File: src/rtl/sap1_loader_pkg.sv
// Shared types and constants for the SAP-1 program loader.
package sap1_loader_pkg;

    // Default stream/checksum word width.
    localparam int unsigned CHECKSUM_WIDTH = 8;

    typedef enum logic [2:0] {
        ST_IDLE    = 3'd0,
        ST_DRAIN   = 3'd1,
        ST_LOAD    = 3'd2,
        ST_CHECK   = 3'd3,
        ST_RELEASE = 3'd4,
        ST_ERROR   = 3'd5
    } state_e;

endpackage

File: src/rtl/prog_loader_if.sv
// Stream input and RAM write port of the program loader.
interface prog_loader_if #(
    parameter int unsigned RAM_DEPTH = 16,
    parameter int unsigned RAM_WIDTH = 8
);
    localparam int unsigned ADDRESS_WIDTH = $clog2(RAM_DEPTH);

    logic                     i_valid;
    logic [RAM_WIDTH-1:0]     i_data;
    logic                     o_ready;
    logic                     o_ram_we;
    logic [ADDRESS_WIDTH-1:0] o_ram_addr;
    logic [RAM_WIDTH-1:0]     o_ram_data;

    // Stream source / RAM sink side.
    modport master (
        output i_valid, i_data,
        input  o_ready, o_ram_we, o_ram_addr, o_ram_data
    );

    // Loader side.
    modport slave (
        input  i_valid, i_data,
        output o_ready, o_ram_we, o_ram_addr, o_ram_data
    );
endinterface

File: src/rtl/loader_checksum.sv
// Clearable modular accumulator; zero_o tells whether sum + data_i wraps to zero.
module loader_checksum #(
    parameter int unsigned WIDTH = 8
) (
    input  logic             clk,
    input  logic             rst_n,
    input  logic             clr_i,
    input  logic             add_i,
    input  logic [WIDTH-1:0] data_i,
    output logic             zero_o
);
    logic [WIDTH-1:0] sum_q, sum_d, sum_plus_c;

    // Lookahead sum lets the checksum word be judged on the cycle it arrives.
    assign sum_plus_c = sum_q + data_i;
    assign zero_o     = (sum_plus_c == '0);

    // Next sum: clear wins over add.
    always_comb begin
        sum_d = sum_q;
        if (clr_i) begin
            sum_d = '0;
        end else if (add_i) begin
            sum_d = sum_plus_c;
        end
    end

    // Accumulator register.
    always_ff @(posedge clk or negedge rst_n) begin
        if (!rst_n) begin
            sum_q <= '0;
        end else begin
            sum_q <= sum_d;
        end
    end
endmodule

File: src/rtl/prog_loader.sv
// Program loader: freezes the CPU at an instruction boundary, streams words
// into RAM, verifies a trailing checksum and releases the CPU with a reset.
module prog_loader
    import sap1_loader_pkg::*;
#(
    parameter int unsigned RAM_DEPTH = 16,
    parameter int unsigned RAM_WIDTH = CHECKSUM_WIDTH,
    localparam int unsigned ADDRESS_WIDTH = $clog2(RAM_DEPTH)
) (
    input  logic                 clk,
    input  logic                 rst_n,
    input  logic                 clk_en,
    input  logic                 i_start,
    input  logic [ADDRESS_WIDTH:0] i_count,
    input  logic                 i_step_zero,
    prog_loader_if.slave         bus,
    output logic                 o_cpu_hold,
    output logic                 o_cpu_reset,
    output logic                 o_busy,
    output logic                 o_done,
    output logic                 o_error
);
    localparam int unsigned CW = ADDRESS_WIDTH + 1;

    state_e                   state_q, state_d;
    logic [ADDRESS_WIDTH-1:0] idx_q, idx_d;
    logic [CW-1:0]            count_q, count_d;
    logic count_legal_c, ready_c, xfer_c, last_c;
    logic sum_clr_c, sum_add_c, sum_zero_c;
    logic we_c, hold_c, cpu_reset_c, done_c, error_c;

    assign count_legal_c = (i_count != '0) && (i_count <= CW'(RAM_DEPTH));
    assign ready_c       = clk_en && ((state_q == ST_LOAD) || (state_q == ST_CHECK));
    assign xfer_c        = bus.i_valid && ready_c;
    assign last_c        = ({1'b0, idx_q} == (count_q - CW'(1)));

    loader_checksum #(.WIDTH(RAM_WIDTH)) u_checksum (
        .clk    (clk),
        .rst_n  (rst_n),
        .clr_i  (sum_clr_c),
        .add_i  (sum_add_c),
        .data_i (bus.i_data),
        .zero_o (sum_zero_c)
    );

    // Next-state and output decode; every transition needs an enabled cycle.
    always_comb begin
        state_d     = state_q;
        idx_d       = idx_q;
        count_d     = count_q;
        sum_clr_c   = 1'b0;
        sum_add_c   = 1'b0;
        we_c        = 1'b0;
        hold_c      = 1'b0;
        cpu_reset_c = 1'b0;
        done_c      = 1'b0;
        error_c     = 1'b0;
        unique case (state_q)
            ST_IDLE, ST_ERROR: begin
                if (state_q == ST_ERROR) begin
                    hold_c  = 1'b1;
                    error_c = 1'b1;
                end
                if (clk_en && i_start) begin
                    if (count_legal_c) begin
                        state_d   = ST_DRAIN;
                        count_d   = i_count;
                        idx_d     = '0;
                        sum_clr_c = 1'b1;
                    end else begin
                        state_d = ST_ERROR;
                    end
                end
            end
            ST_DRAIN: begin
                // Freeze only at an instruction boundary.
                if (clk_en && i_step_zero) begin
                    hold_c  = 1'b1;
                    state_d = ST_LOAD;
                end
            end
            ST_LOAD: begin
                hold_c = 1'b1;
                if (xfer_c) begin
                    we_c      = 1'b1;
                    sum_add_c = 1'b1;
                    if (last_c) begin
                        state_d = ST_CHECK;
                    end else begin
                        idx_d = idx_q + ADDRESS_WIDTH'(1);
                    end
                end
            end
            ST_CHECK: begin
                hold_c = 1'b1;
                if (xfer_c) begin
                    state_d = sum_zero_c ? ST_RELEASE : ST_ERROR;
                end
            end
            ST_RELEASE: begin
                hold_c = 1'b1;
                if (clk_en) begin
                    cpu_reset_c = 1'b1;
                    done_c      = 1'b1;
                    state_d     = ST_IDLE;
                end
            end
            default: state_d = ST_IDLE;
        endcase
    end

    // State, word index and latched count.
    always_ff @(posedge clk or negedge rst_n) begin
        if (!rst_n) begin
            state_q <= ST_IDLE;
            idx_q   <= '0;
            count_q <= '0;
        end else begin
            state_q <= state_d;
            idx_q   <= idx_d;
            count_q <= count_d;
        end
    end

    assign bus.o_ready    = ready_c;
    assign bus.o_ram_we   = we_c;
    assign bus.o_ram_addr = we_c ? idx_q : '0;
    assign bus.o_ram_data = we_c ? bus.i_data : '0;
    assign o_cpu_hold     = hold_c;
    assign o_cpu_reset    = cpu_reset_c;
    assign o_done         = done_c;
    assign o_error        = error_c;
    assign o_busy         = (state_q != ST_IDLE);
endmodule

File: src/flat_wrapper.sv
// flat-port wrapper written by rule: the top's interface ports become plain ports
module prog_loader_flat import sap1_loader_pkg::*;
#(
    parameter int unsigned RAM_DEPTH = 16,
    parameter int unsigned RAM_WIDTH = CHECKSUM_WIDTH,
    localparam int unsigned ADDRESS_WIDTH = $clog2(RAM_DEPTH)
)
  (clk, rst_n, clk_en, i_start, i_count, i_step_zero, o_cpu_hold, o_cpu_reset, o_busy, o_done, o_error, bus_i_valid, bus_i_data, bus_o_ready, bus_o_ram_we, bus_o_ram_addr, bus_o_ram_data);
  prog_loader_if #(.RAM_DEPTH(RAM_DEPTH), .RAM_WIDTH(RAM_WIDTH)) bus_i ();
  input  logic clk;
  input  logic rst_n;
  input  logic clk_en;
  input  logic i_start;
  input  logic [ADDRESS_WIDTH:0] i_count;
  input  logic i_step_zero;
  output logic o_cpu_hold;
  output logic o_cpu_reset;
  output logic o_busy;
  output logic o_done;
  output logic o_error;
  input wire logic [$bits(bus_i.i_valid)-1:0] bus_i_valid;
  input wire logic [$bits(bus_i.i_data)-1:0] bus_i_data;
  output wire logic [$bits(bus_i.o_ready)-1:0] bus_o_ready;
  output wire logic [$bits(bus_i.o_ram_we)-1:0] bus_o_ram_we;
  output wire logic [$bits(bus_i.o_ram_addr)-1:0] bus_o_ram_addr;
  output wire logic [$bits(bus_i.o_ram_data)-1:0] bus_o_ram_data;
  assign bus_i.i_valid = bus_i_valid;
  assign bus_i.i_data = bus_i_data;
  assign bus_o_ready = bus_i.o_ready;
  assign bus_o_ram_we = bus_i.o_ram_we;
  assign bus_o_ram_addr = bus_i.o_ram_addr;
  assign bus_o_ram_data = bus_i.o_ram_data;
  prog_loader #(.RAM_DEPTH(RAM_DEPTH), .RAM_WIDTH(RAM_WIDTH)) u_core (.clk(clk), .rst_n(rst_n), .clk_en(clk_en), .i_start(i_start), .i_count(i_count), .i_step_zero(i_step_zero), .bus(bus_i), .o_cpu_hold(o_cpu_hold), .o_cpu_reset(o_cpu_reset), .o_busy(o_busy), .o_done(o_done), .o_error(o_error));
endmodule
File: config.mk
export PLATFORM = sky130hd
export DESIGN_NAME = prog_loader_flat
export DESIGN_NICKNAME = d
export VERILOG_FILES = /design/src/rtl/sap1_loader_pkg.sv /design/src/rtl/prog_loader_if.sv /design/src/rtl/loader_checksum.sv /design/src/rtl/prog_loader.sv /design/src/flat_wrapper.sv
export SDC_FILE = /design/constraint.sdc
export NUM_CORES = 1
export LEC_CHECK = 0
export CAP_MARGIN = 20
export CORE_MARGIN = 2
export CORE_UTILIZATION = 45
export DETAILED_ROUTE_END_ITERATION = 7
export PLACE_DENSITY = 0.89
export RECOVER_POWER = 50
export REMOVE_ABC_BUFFERS = 1
export SLEW_MARGIN = 20
export SYNTH_ARGS = -nofsm -noshare
export SYNTH_HDL_FRONTEND = slang
export SYNTH_HIERARCHICAL = 1
export SYNTH_SLANG_ARGS = --single-unit
File: constraint.sdc
create_clock -name clk -period 2.3 [get_ports clk]
set_clock_uncertainty 0.05 [all_clocks]
set_input_delay 0.345 -clock clk [delete_from_list [all_inputs] [get_ports clk]]
set_output_delay 0.345 -clock clk [all_outputs]
set_load 0.005 [all_outputs]
=== Word level (Yosys, flattened, before mapping) ===
Cells that the tools add are included.

* Flip-flop bits (word level): 20
* Bits in latches: 0
* Bits in writable memories: 0
* ROM bits: 0
* Input bits: 19
* Output and inout port bits: 19
* Word-level logic and storage cells: 68
* Memories kept: 0

* $add $sub $neg: 3
* Multiply operators: 0
* Divide/modulo/power cells: 0
* $lt $le $gt $ge: 1
* Equal/unequal tests: 14
* Shifts and indexed selects: 0
* Muxes and demuxes: 29
* Bitwise logic cells: 0
* Reduce and logical (&&, ||, !) cells: 17

{| class="wikitable"
|+ Operators with widths
! cell !! count
|-
| two-way mux 8 bit || 3
|-
| two-way mux 3 bit || 7
|-
| two-way mux 4 bit || 5
|-
| case mux 3 bit (5 select lines) || 1
|-
| != test 2 x 1 -> 1 bit, second input constant || 6
|-
| two-way mux 1 bit || 11
|-
| adder 8 bit || 1
|-
| zero test 8 bit || 1
|-
| case mux 4 bit (2 select lines) || 1
|-
| equality test 3 x 2 -> 1 bit, second input constant || 2
|-
| equality test 3 bit, second input constant || 2
|-
| AND reduction 6 bit || 1
|-
| equality test 4 x 5 -> 1 bit || 1
|-
| <= comparator 5 bit, second input constant || 1
|-
| logical AND 1 bit || 5
|-
| AND reduction 5 bit || 1
|-
| nonzero test 5 bit || 1
|-
| subtractor 5 x 1 -> 5 bit, second input constant || 1
|-
| adder 4 x 1 -> 4 bit, second input constant || 1
|-
| != test 2 bit, second input constant || 2
|-
| nonzero test 2 bit || 2
|-
| equality test 3 x 1 -> 1 bit, second input constant || 1
|-
| zero test 3 bit || 1
|-
| case mux 1 bit (3 select lines) || 1
|-
| 5 further kinds || 5
|}

=== Depth between registers and ports, before layout ===
* Depth after elaboration: 8
* Gate-level depth with buffers: 9
* Gate-level depth less buffers: 9

=== Modules after synthesis ===
The synthesis kept the hierarchy.

{| class="wikitable"
|+ By module, submodules not included
! module !! times used !! cells an instance !! area an instance (µm²) !! seq. area each (µm²)
|-
| prog_loader || 1 || 109 || 927.1 || 300.3
|-
| loader_checksum || 1 || 68 || 635.6 || 200.2
|}

=== Least setup slack after synthesis ===
No wires, ideal clock.

* Kind: flip-flop to flip-flop
* Start: register u_core.u_checksum.sum_q[0]
* End: register u_core.state_q[0]
* Setup time: 0.126 ns
* Data arrival time: 2.335 ns
* Data required time: 2.124 ns
* Slack: -0.211 ns
* Cell stages (with the launch flop): 9
* Clock period less this slack: 2.511 ns
* Cells stage by stage: dfrtp_1 -> ha_1 -> fa_1 -> xor2_1 -> or3_1 -> or3_1 -> nor4_2 -> o31ai_1 -> a221o_1

* Longest elaborated chain between the ends: 5

{| class="wikitable"
|+ RTL lines
! element !! line !! RTL
|-
| start: declaration || loader_checksum.sv:12 || <nowiki>logic [WIDTH-1:0] sum_q, sum_d, sum_plus_c;</nowiki>
|-
| start signal: assignment || loader_checksum.sv:33 || <nowiki>sum_q <= sum_d;</nowiki>
|-
| adder 8 bit || loader_checksum.sv:15 || <nowiki>assign sum_plus_c = sum_q + data_i;</nowiki>
|-
| zero test 8 bit || loader_checksum.sv:16 || <nowiki>assign zero_o = (sum_plus_c == '0);</nowiki>
|-
| named net u_core.sum_zero_c || prog_loader.sv:29 || <nowiki>logic sum_clr_c, sum_add_c, sum_zero_c;</nowiki>
|-
| two-way mux 1 bit || prog_loader.sv:97 || <nowiki>state_d = sum_zero_c ? ST_RELEASE : ST_ERROR;</nowiki>
|-
| two-way mux 3 bit || prog_loader.sv:96 || <nowiki>if (xfer_c) begin</nowiki>
|-
| case mux 3 bit (5 select lines) || prog_loader.sv:58 || <nowiki>unique case (state_q)</nowiki>
|-
| end signal: assignment || prog_loader.sv:119 || <nowiki>state_q <= state_d;</nowiki>
|-
| end: declaration || prog_loader.sv:25 || <nowiki>state_e state_q, state_d;</nowiki>
|}

The timed path passes the listed nets, and every way through them passes these cells. The select of a mux whose other input is x is not followed.
A chain may end at the register's enable or synchronous reset.

=== Final worst setup path ===
Ends and elaborated chain as after synthesis.

==> out/metrics.yaml <==
dp.cells: 274
synthSimpleGateAreaFrac_pct: 22.8
die_y_um: 62.9
portBuffers: 37
num_rows: 21
synthMuxAreaShare_pct: 6.89
path_max_fanout: 2
numCtsBuffers: 3
ctsHoldBuffers: 0
fin_total_pwr_mw: 2.52
failed_checks: "setup timing"
drive_gt1_share_pct: 21.4
fin_crit_sh_pct: 109
r2r_start: "u_core/u_checksum/sum_q[0]"
crit_start: "u_core/u_checksum/sum_q[0]"
synth_top_family_by_area: "simple AND/OR/NAND/NOR gates"
hold_path_depth: 1
instances_no_fill: 289
clock-root-buffer: "clkbuf_4"
setup_viol: 1
viasPerCell: 5.74
critPathRequiredTime_ps: 2460
fin_tns_setup_ps: -214
synth_compound_area_share_pct: 17.0
whs_endpoint: "u_core/u_checksum/sum_q[5]"
clock_latency_ps: 320
hold_viol: 0
pre_cts_ws_ps: -776
layout_commonest_cell: "buf_4"
synthArstFlopShare_pct: 100
vdd.ir_drop.worst_v: 0.000573
finalWorstPathRequiredPeriod_ps: 2510
post_dp_cell_area_sq_mm: 0.00213
hold_class: "register to register"
ys_ff_latch: 20
synth_area_sq_mm: 0.00156
gr-total-overflow: 0
initial_utilization_pct: 46.8
maxCapViolCount: 0
cts.clk_slew.worst_paths_ps: 110
wirelength_mm: 4.42
vias: 1659
p_leak_nw: 1.10
critical_path_class: "register to register"
grt_use_total_pct: 23.6
synth-xor-area-share_pct: 8.17
stdcell_area_sq_mm: 0.00229
worst_slew_pin_slew_ps: 1080
fin_util_pct: 68.8
place_congestion: 0.876
slew_headroom_pct: 28.0
die_w_um: 62.9
antenna_found_initial: 0
synthCells: 177
holdWs_ps: 484
ys_types: 47
r2r_setup_slack_ps: -210
drt_first_pass_iters: 4
layout.nets: 273
critPathArrivalTime_ps: 2670
worstRegToRegCells: 8
h-tree-depth: 1
min-delay-start: "u_core/u_checksum/sum_q[5]"
p_per_area_mw_per_mm2: 1100
yosysWarnings: 6
r2r_end: "u_core/state_q[0]"
ioPinCount: 38
setup_slack_ps: -214
synth_edf_count: 0
grt_max_degree: 21
dpl.hpwl_mm: 2.98
grt_first_pass_wirelength_mm: 7.37
drc: 0
outcome: "finished with violations"
ys_seq_area_share_pct: 32.0
die_area_sq_mm: 0.00396
end_kind: "register"
dr.first_iter.drc_count: 70
area_delta_synth_final_pct: 46.8
cts_tree: "built"
fmax_mhz: 398
synthAdderAreaFrac_pct: 8.49
rsz0062_at_grt: "yes"
antenna_cells: 0
postSynthAreaPerCell_sq_um: 8.83
slew_viol_final: 0
synth_flop_cell: "dfrtp_1"
coreArea_sq_mm: 0.00334
final_cell_mix: "29 x buf_4, 23 x clkdlybuf4s50_1, 20 x dfrtp_1"
detail-route-antenna-nets: 0
cts.path.max_buffers: 2
cts_sinks: 20
start_kind: "register"
wl_per_cell_um: 15.3
grt_pass1_vias: 1625
## routing by layer
| metal | vias to the layer above | wire length, um | GRT usage [%] |
|---|---|---|---|
| li1 | 771 | - | - |
| met1 | 778 | 1740 | 27.4 |
| met2 | 88 | 2190 | 40.2 |
| met3 | 22 | 299 | 5.05 |
| met4 | 0 | 188 | 13.1 |
| met5 | - | 0 | 0 |
## cell usage after synthesis, types with 5 or more instances
library cell | n | share of area (%)
ha_1 | 9 | 7.2
nand2_1 | 12 | 2.9
inv_1 | 8 | 1.9
dfrtp_1 | 20 | 32
clkbuf_1 | 6 | 1.4
xor2_1 | 7 | 3.9
o21ai_0 | 5 | 1.6
mux2_2 | 6 | 4.3
nor3_1 | 6 | 1.9
nor2_1 | 16 | 3.8
and2_1 | 11 | 4.4
a21oi_1 | 10 | 3.2
xnor2_1 | 5 | 2.8
## cell type report
cell class	count	area (sq um)
Fill cell	265	1040
Multi-Input combinational cell	139	1040
Timing Repair Buffer	71	613
Sequential cell	20	500
Tap cell	46	57.6
Inverter	9	33.8
Clock inverter	1	30.0
Clock buffer	3	22.5
## worst max-delay path, stage by stage, from the launching register on
cell     delay, ps
dfrtp_1        410
ha_2           210
fa_2           370
xor2_1         150
or3_1          330
or3_4          370
nor4_4         140
o31ai_1        110
a221o_1        270
## registers in the layout, summed over array words and instances, names as in the netlist
name                     cells
u_core/count_q               5
u_core/state_q               3
u_core/idx_q                 4
u_core/u_checksum/sum_q      8
## power breakdown
group | switching (mW) | internal [mW]
sequential | 0.158 | 0.501
clock | 0.114 | 0.177
combinational | 0.771 | 0.797
total | 1.04 | 1.47
## cell families (layout without fill, tap and decap cells)
family / Yosys count / count (layout)
muxes: 10 / 10
DFF: 20 / 20
adders and majority gates: 10 / 10
xor gates and xnor gates: 13 / 13
and+or+nand+nor: 68 / 68
buffers and inverters: 18 / 84
AOI/OAI and AO/OA: 38 / 38
## worst max path at each step
stage                   endpoint  slack, ps
2_1_floorplan  bus_o_ram_addr[0]       -380
3_3_place_gp   u_core/state_q[0]       -730
3_5_place_dp   u_core/state_q[0]       -780
4_1_cts        u_core/state_q[0]       -310
5_1_grt        u_core/state_q[0]       -290
6_report       u_core/state_q[0]       -210
## what timing repair did
action                     4_1_cts  5_1_grt
gates resized for setup         25        2
cloned                           1        0
setup endpoints to repair       12        6
pin swaps                        9        2
setup buffers                    9        1
(Power assumes the default switching activity.)
